[config.mk]
export PLATFORM = sky130hd
export DESIGN_NAME = sumator_serial_param
export DESIGN_NICKNAME = d
export VERILOG_FILES = /design/src/rtl/sumator_serial_param.sv
export SDC_FILE = /design/constraint.sdc
export NUM_CORES = 1
export LEC_CHECK = 0
export ABC_AREA = 1
export CAP_MARGIN = 15
export CORE_MARGIN = 4
export CORE_UTILIZATION = 54
export CTS_CLUSTER_DIAMETER = 120
export DETAILED_ROUTE_END_ITERATION = 8
export GPL_TIMING_DRIVEN = 0
export PLACE_DENSITY = 0.93
export RECOVER_POWER = 25
export SLEW_MARGIN = 0
export SYNTH_ARGS = -nofsm -noshare
export SYNTH_HDL_FRONTEND = slang
export SYNTH_SLANG_ARGS = --single-unit
[constraint.sdc]
create_clock -name clk -period 7 [get_ports clk]
set_clock_uncertainty 0.1 [all_clocks]
set_input_delay 1.4 -clock clk [delete_from_list [all_inputs] [get_ports clk]]
set_output_delay 1.4 -clock clk [all_outputs]
set_load 0.05 [all_outputs]
[src/rtl/sumator_serial_param.sv]
// Chunk-serial adder: adds CHUNK bits per cycle, valid/ready in and out.
// Ports: clk, rst_n, in_valid/in_ready, a, b, cin, [sub if SUMATOR_SUB_EN],
//   out_valid/out_ready, sum, cout, ovf.
module sumator_serial_param #(
  parameter int WIDTH = 8,
  parameter int CHUNK = 2
) (
  input  logic             clk,
  input  logic             rst_n,
  input  logic             in_valid,
  output logic             in_ready,
  input  logic [WIDTH-1:0] a,
  input  logic [WIDTH-1:0] b,
  input  logic             cin,
`ifdef SUMATOR_SUB_EN
  input  logic             sub,
`endif
  output logic             out_valid,
  input  logic             out_ready,
  output logic [WIDTH-1:0] sum,
  output logic             cout,
  output logic             ovf
);

  localparam int N  = WIDTH / CHUNK;
  localparam int IW = (N > 1) ? $clog2(N) : 1;

  if (WIDTH < 2 || CHUNK < 1 || (WIDTH % CHUNK) != 0) begin : g_bad_cfg
    $error("sumator_serial_param: WIDTH must be >=2 and a multiple of CHUNK");
  end

  typedef enum logic [1:0] {
    IDLE,
    CALC,
    DONE
  } state_t;

  state_t state, state_nx;

  logic [WIDTH-1:0] a_q, b_q, sum_q;
  logic             carry_q, cout_q, ovf_q;
  logic [IW-1:0]    idx;
  logic             last;
  logic [CHUNK-1:0] ca, cb, cs;
  logic             cn;
  logic [WIDTH-1:0] b_eff;
  logic             cin_eff;

  // Subtraction is a + ~b + 1, folded into the operands at accept.
  always_comb begin
    b_eff   = b;
    cin_eff = cin;
`ifdef SUMATOR_SUB_EN
    if (sub) begin
      b_eff   = ~b;
      cin_eff = 1'b1;
    end
`endif
  end

  always_ff @(posedge clk or negedge rst_n) begin
    if (!rst_n) state <= IDLE;
    else        state <= state_nx;
  end

  assign last = (idx == IW'(N - 1));

  always_comb begin
    state_nx  = state;
    in_ready  = 1'b0;
    out_valid = 1'b0;
    unique case (state)
      IDLE: begin
        in_ready = 1'b1;
        if (in_valid) state_nx = CALC;
      end
      CALC: begin
        if (last) state_nx = DONE;
      end
      DONE: begin
        out_valid = 1'b1;
        if (out_ready) state_nx = IDLE;
      end
      default: state_nx = IDLE;
    endcase
  end

  always_comb begin
    ca = a_q[idx*CHUNK +: CHUNK];
    cb = b_q[idx*CHUNK +: CHUNK];
    {cn, cs} = {1'b0, ca} + {1'b0, cb} + {{CHUNK{1'b0}}, carry_q};
  end

  always_ff @(posedge clk or negedge rst_n) begin
    if (!rst_n) begin
      a_q     <= '0;
      b_q     <= '0;
      sum_q   <= '0;
      carry_q <= 1'b0;
      cout_q  <= 1'b0;
      ovf_q   <= 1'b0;
      idx     <= '0;
    end else if (in_valid && in_ready) begin
      a_q     <= a;
      b_q     <= b_eff;
      carry_q <= cin_eff;
      sum_q   <= '0;
      cout_q  <= 1'b0;
      ovf_q   <= 1'b0;
      idx     <= '0;
    end else if (state == CALC) begin
      sum_q[idx*CHUNK +: CHUNK] <= cs;
      carry_q <= cn;
      idx     <= idx + 1'b1;
      if (last) begin
        cout_q <= cn;
        // carry into MSB recovered from the MSB sum bit
        ovf_q  <= cn ^ (ca[CHUNK-1] ^ cb[CHUNK-1] ^ cs[CHUNK-1]);
      end
    end
  end

  assign sum  = sum_q;
  assign cout = cout_q;
  assign ovf  = ovf_q;

endmodule

==> reports/results.env <==
POWER_FRAC_SEQ_PCT=31.0
NETLIST-CELL-TYPE-COUNT=19
CRIT_SLOWEST_CELL='sky130_fd_sc_hd__clkdlybuf4s50_1'
SETUP_WS_NS=3.71
TIGHTESTPINTRANSITION_NS=1.12
POWER.IR.VDD_WORST_uV=420
SYNTHESIS.NETS=226
HOLD_WS_NS=0.380
RESULT_OF_THE_RUN='completed'
DESIGN.FINAL.NETS=266
DIE_W_UM=62.1
RELSLEWSLACK_PCT=25.0
WIRELENGTH_UM=3170
SLEW_VIOLATIONS=0
SETUP.WORST_PATH.START_CLASS='flip-flop'
CTS_SETUP_BUFFERS=0
FINAL.SETUP.TNS_NS=0
CRIT_REQUIRED_NS=5.50
N_ANTENNA_CELL=0
FINAL_UTIL_PCT=71.4
POST-DP-HPWL_UM=2390
GRT_MAX_DEGREE=22
LEAKAGEPOWER_nW=1.00
CRITICAL_PATH.MAX_STAGE_DELAY_NS=0.82
FINAL_HOLD_VIOL_COUNT=0
YOSYSWARNINGS=0
SYNTH_CELLS=198
POWER_FRAC_CLOCK_PCT=9.8
DRIVE_GT1_SHARE_PCT=5.91
CTS_REPAIR_RESIZE_COUNT=0
NETSWITCHINGFRACTION_PCT=48.6
MAX_CLOCK_FREQ_MHz=304
PLACE.GP.CONGESTION=0.872
DIE_AREA_UM2=3860
ANTENNA_LEFT=0
NUMCTSBUFFERS=5
P_COMB_SHARE_PCT=59.3
CAP_VIOLATIONS=0
POWER.INTERNAL_mW=0.485
PER_INSTANCE_AVERAGE_AREA_AFTER_SYNTHESIS_UM2=7.99
CP_CELL_SEQUENCE='buf_6, nor2_4, clkdlybuf4s50_1'
LAYOUT.CELL_AREA.NON_FILLER_UM2=1990
SYNTH_ENABLE_FLOP_CELLS=0
GLOBALROUTETOTALUTIL_PCT=17.4
CLOCK_TREE.ROOT_CELL='sky130_fd_sc_hd__clkbuf_4'
ENDPOINT_KIND='output port'
CLK-INSERTION-DELAY-LATE_NS=0.33
MIN_PATH_TYPE='reg -> reg'
IO_BUFFER_COUNT=32
PLACE_WS_NS=4.05
YOSYS.AREA.TOP_TYPE='sky130_fd_sc_hd__dfrtp_1'
POWER.NET_SWITCHING_mW=0.459
SYNTHDOMINANTCELLAREASHARE_PCT=49.0
INITIALDRTVIOLATIONCOUNT=57
SYNTH.YOSYS.SEQ_AREA_SHARE_PCT=49.0
AREA.GROWTH.SYNTH_TO_FINAL_PCT=25.5
CLOCKBUFFERDEPTH=2
WIRE_LENGTH_OF_THE_FIRST_GLOBAL_ROUTING_PASS_UM=5490
FLOORPLAN.ROWS=19
DRT-PASS1-ITER-COUNT=4
P_PER_AREA_nW_PER_UM2=475
YOSYS-TOP-CELLS-AREA='sky130_fd_sc_hd__dfrtp_1 49%, sky130_fd_sc_hd__nand2_1 19%, sky130_fd_sc_hd__o21ai_0 5.4%'
CP_MAX_FO=8
SYNTH_COMMON_CELLS='81 x sky130_fd_sc_hd__nand2_1, 31 x sky130_fd_sc_hd__dfrtp_1, 17 x sky130_fd_sc_hd__inv_1, 17 x sky130_fd_sc_hd__o21ai_0, 16 x sky130_fd_sc_hd__nor2_1'
FLOORPLAN.CORE_AREA_UM2=2780
NUM_IO_PINS=33
CTS_HOLD_BUFFERS=0
CLOCK_SINKS=31
TRITONCTS='yes'
YOSYS_REGISTER_BITS=31
GRT.OVERFLOW.TOTAL=0
YS_ASYNC_SR_FRACTION_PCT=100
PLACE.DETAILED.INSTANCES=262
CRITICAL_PATH_CLASS='reg -> out'
INITIAL_CORE_UTIL_PCT=56.9
LAYOUT.CELLS.NON_FILLER=268
ROUTED-VIA-COUNT=1368
ENDPOINTS_FAILING_SETUP=0
UNREPAIRED_SETUP_ENDPOINTS_AFTER_GLOBAL_ROUTING='no'
SYNTHESIS.AREA_UM2=1580
CLOCK_PIN_SLEW_REPORTED_FOR_THE_WORST_SETUP_AND_HOLD_PATHS_AFTER_CLOCK_TREE_SYNTHESIS_NS=0.09
FLOORPLAN.DIE.HEIGHT_UM=62.1
H-TREE-DEPTH=2
ANTENNA_FOUND_INITIAL=0
ROUTE.DETAILED.VIAS_PER_INST=5.10
VIAS_IN_THE_FIRST_GLOBAL_ROUTE=1312
LAYOUT_MIN_CYCLE_TIME_NS=3.29
PLACED_AREA_UM2=1970
PERIOD_SHARE_PCT=47.0
WL_PER_CELL_UM=11.8
WORSTPATHARRIVAL_NS=1.79
REMAINING_DRC_ERRORS=0
YOSYS_MOST_USED_DFF='sky130_fd_sc_hd__dfrtp_1'
POWER_mW=0.944
SYNTHMOSTINSTANTIATEDCELL='sky130_fd_sc_hd__nand2_1'
==> cell type report <==
cell class                 count  area [um2]
buffer                         6        48.8
clock buffer                   6        41.3
fill                         214         795
inverter                      18        72.6
multi-input combinational    143         686
sequential                    31         776
tap                           31        38.8
timing repair buffer          33         324
==> cells in the final DEF, fill, tap and decap left out, drive strengths merged, types with 2 or more instances in the layout <==
cell           count
nand2             82
dfrtp             31
clkdlybuf4s50     30
o21ai             19
inv               18
nor2              17
nand3             10
clkbuf             7
buf                6
ha                 5
o22ai              4
fa                 2
dlygate4sd3        2
==> kinds of logic after synthesis <==
group / after synthesis / share of synthesized area, %
compound gates: 25 / 8.54
buf+inv: 24 / 7.67
simple gates: 111 / 28.3
fa+ha+maj: 7 / 6.48
flops: 31 / 49.0
==> critical path, delay by kind of cell (launching register included) <==
family,cells,cell delay [ns]
buffers and inverters,2,0.96
flip-flops,1,0.38
AND/OR/NAND/NOR,1,0.13
==> power by group through the flow <==
stage / Clock [mW] / Sequential, mW / Combinational [mW]
detailed placement: 0 / 0.295 / 0.555
global placement: 0 / 0.292 / 0.538
global route: 0.100 / 0.299 / 0.631
finish: 0.0923 / 0.292 / 0.559
floorplan: 0 / 0.320 / 0.389
CTS: 0.0931 / 0.292 / 0.559
==> metal layers <==
| layer | routed length (um) | GRT usage, % | vias up | share of wire (%) |
|---|---|---|---|---|
| met4 | 46 | 5.69 | 0 | 1.4 |
| met3 | 214 | 6.49 | 5 | 6.7 |
| met1 | 1390 | 21.0 | 611 | 44 |
| met5 | 0 | 0 | - | 0 |
| met2 | 1520 | 28.6 | 49 | 48 |
| li1 | - | - | 703 | - |
==> registers in the layout (all words and copies together) (netlist names) <==
name / cells
a_q: 8
b_q: 8
sum: 8
idx: 2
state: 2
carry_q: 1
cout: 1
ovf: 1
==> worst paths after layout <==
path | from | slack [ns] | end | cells after the start
worst min register to register | cout | 0.38 | cout | 2
worst max register to register | idx[0] | 4.35 | sum[3] | 12
min in group asynchronous | rst_n | 1.34 | sum[5] | 1
worst min-delay path | cout | 0.38 | cout | 2
worst max-delay path | state[0] | 3.71 | in_ready | 3
max in group asynchronous | rst_n | 4.07 | a_q[2] | 2
No activity file was read; power rests on OpenSTA's default activity.
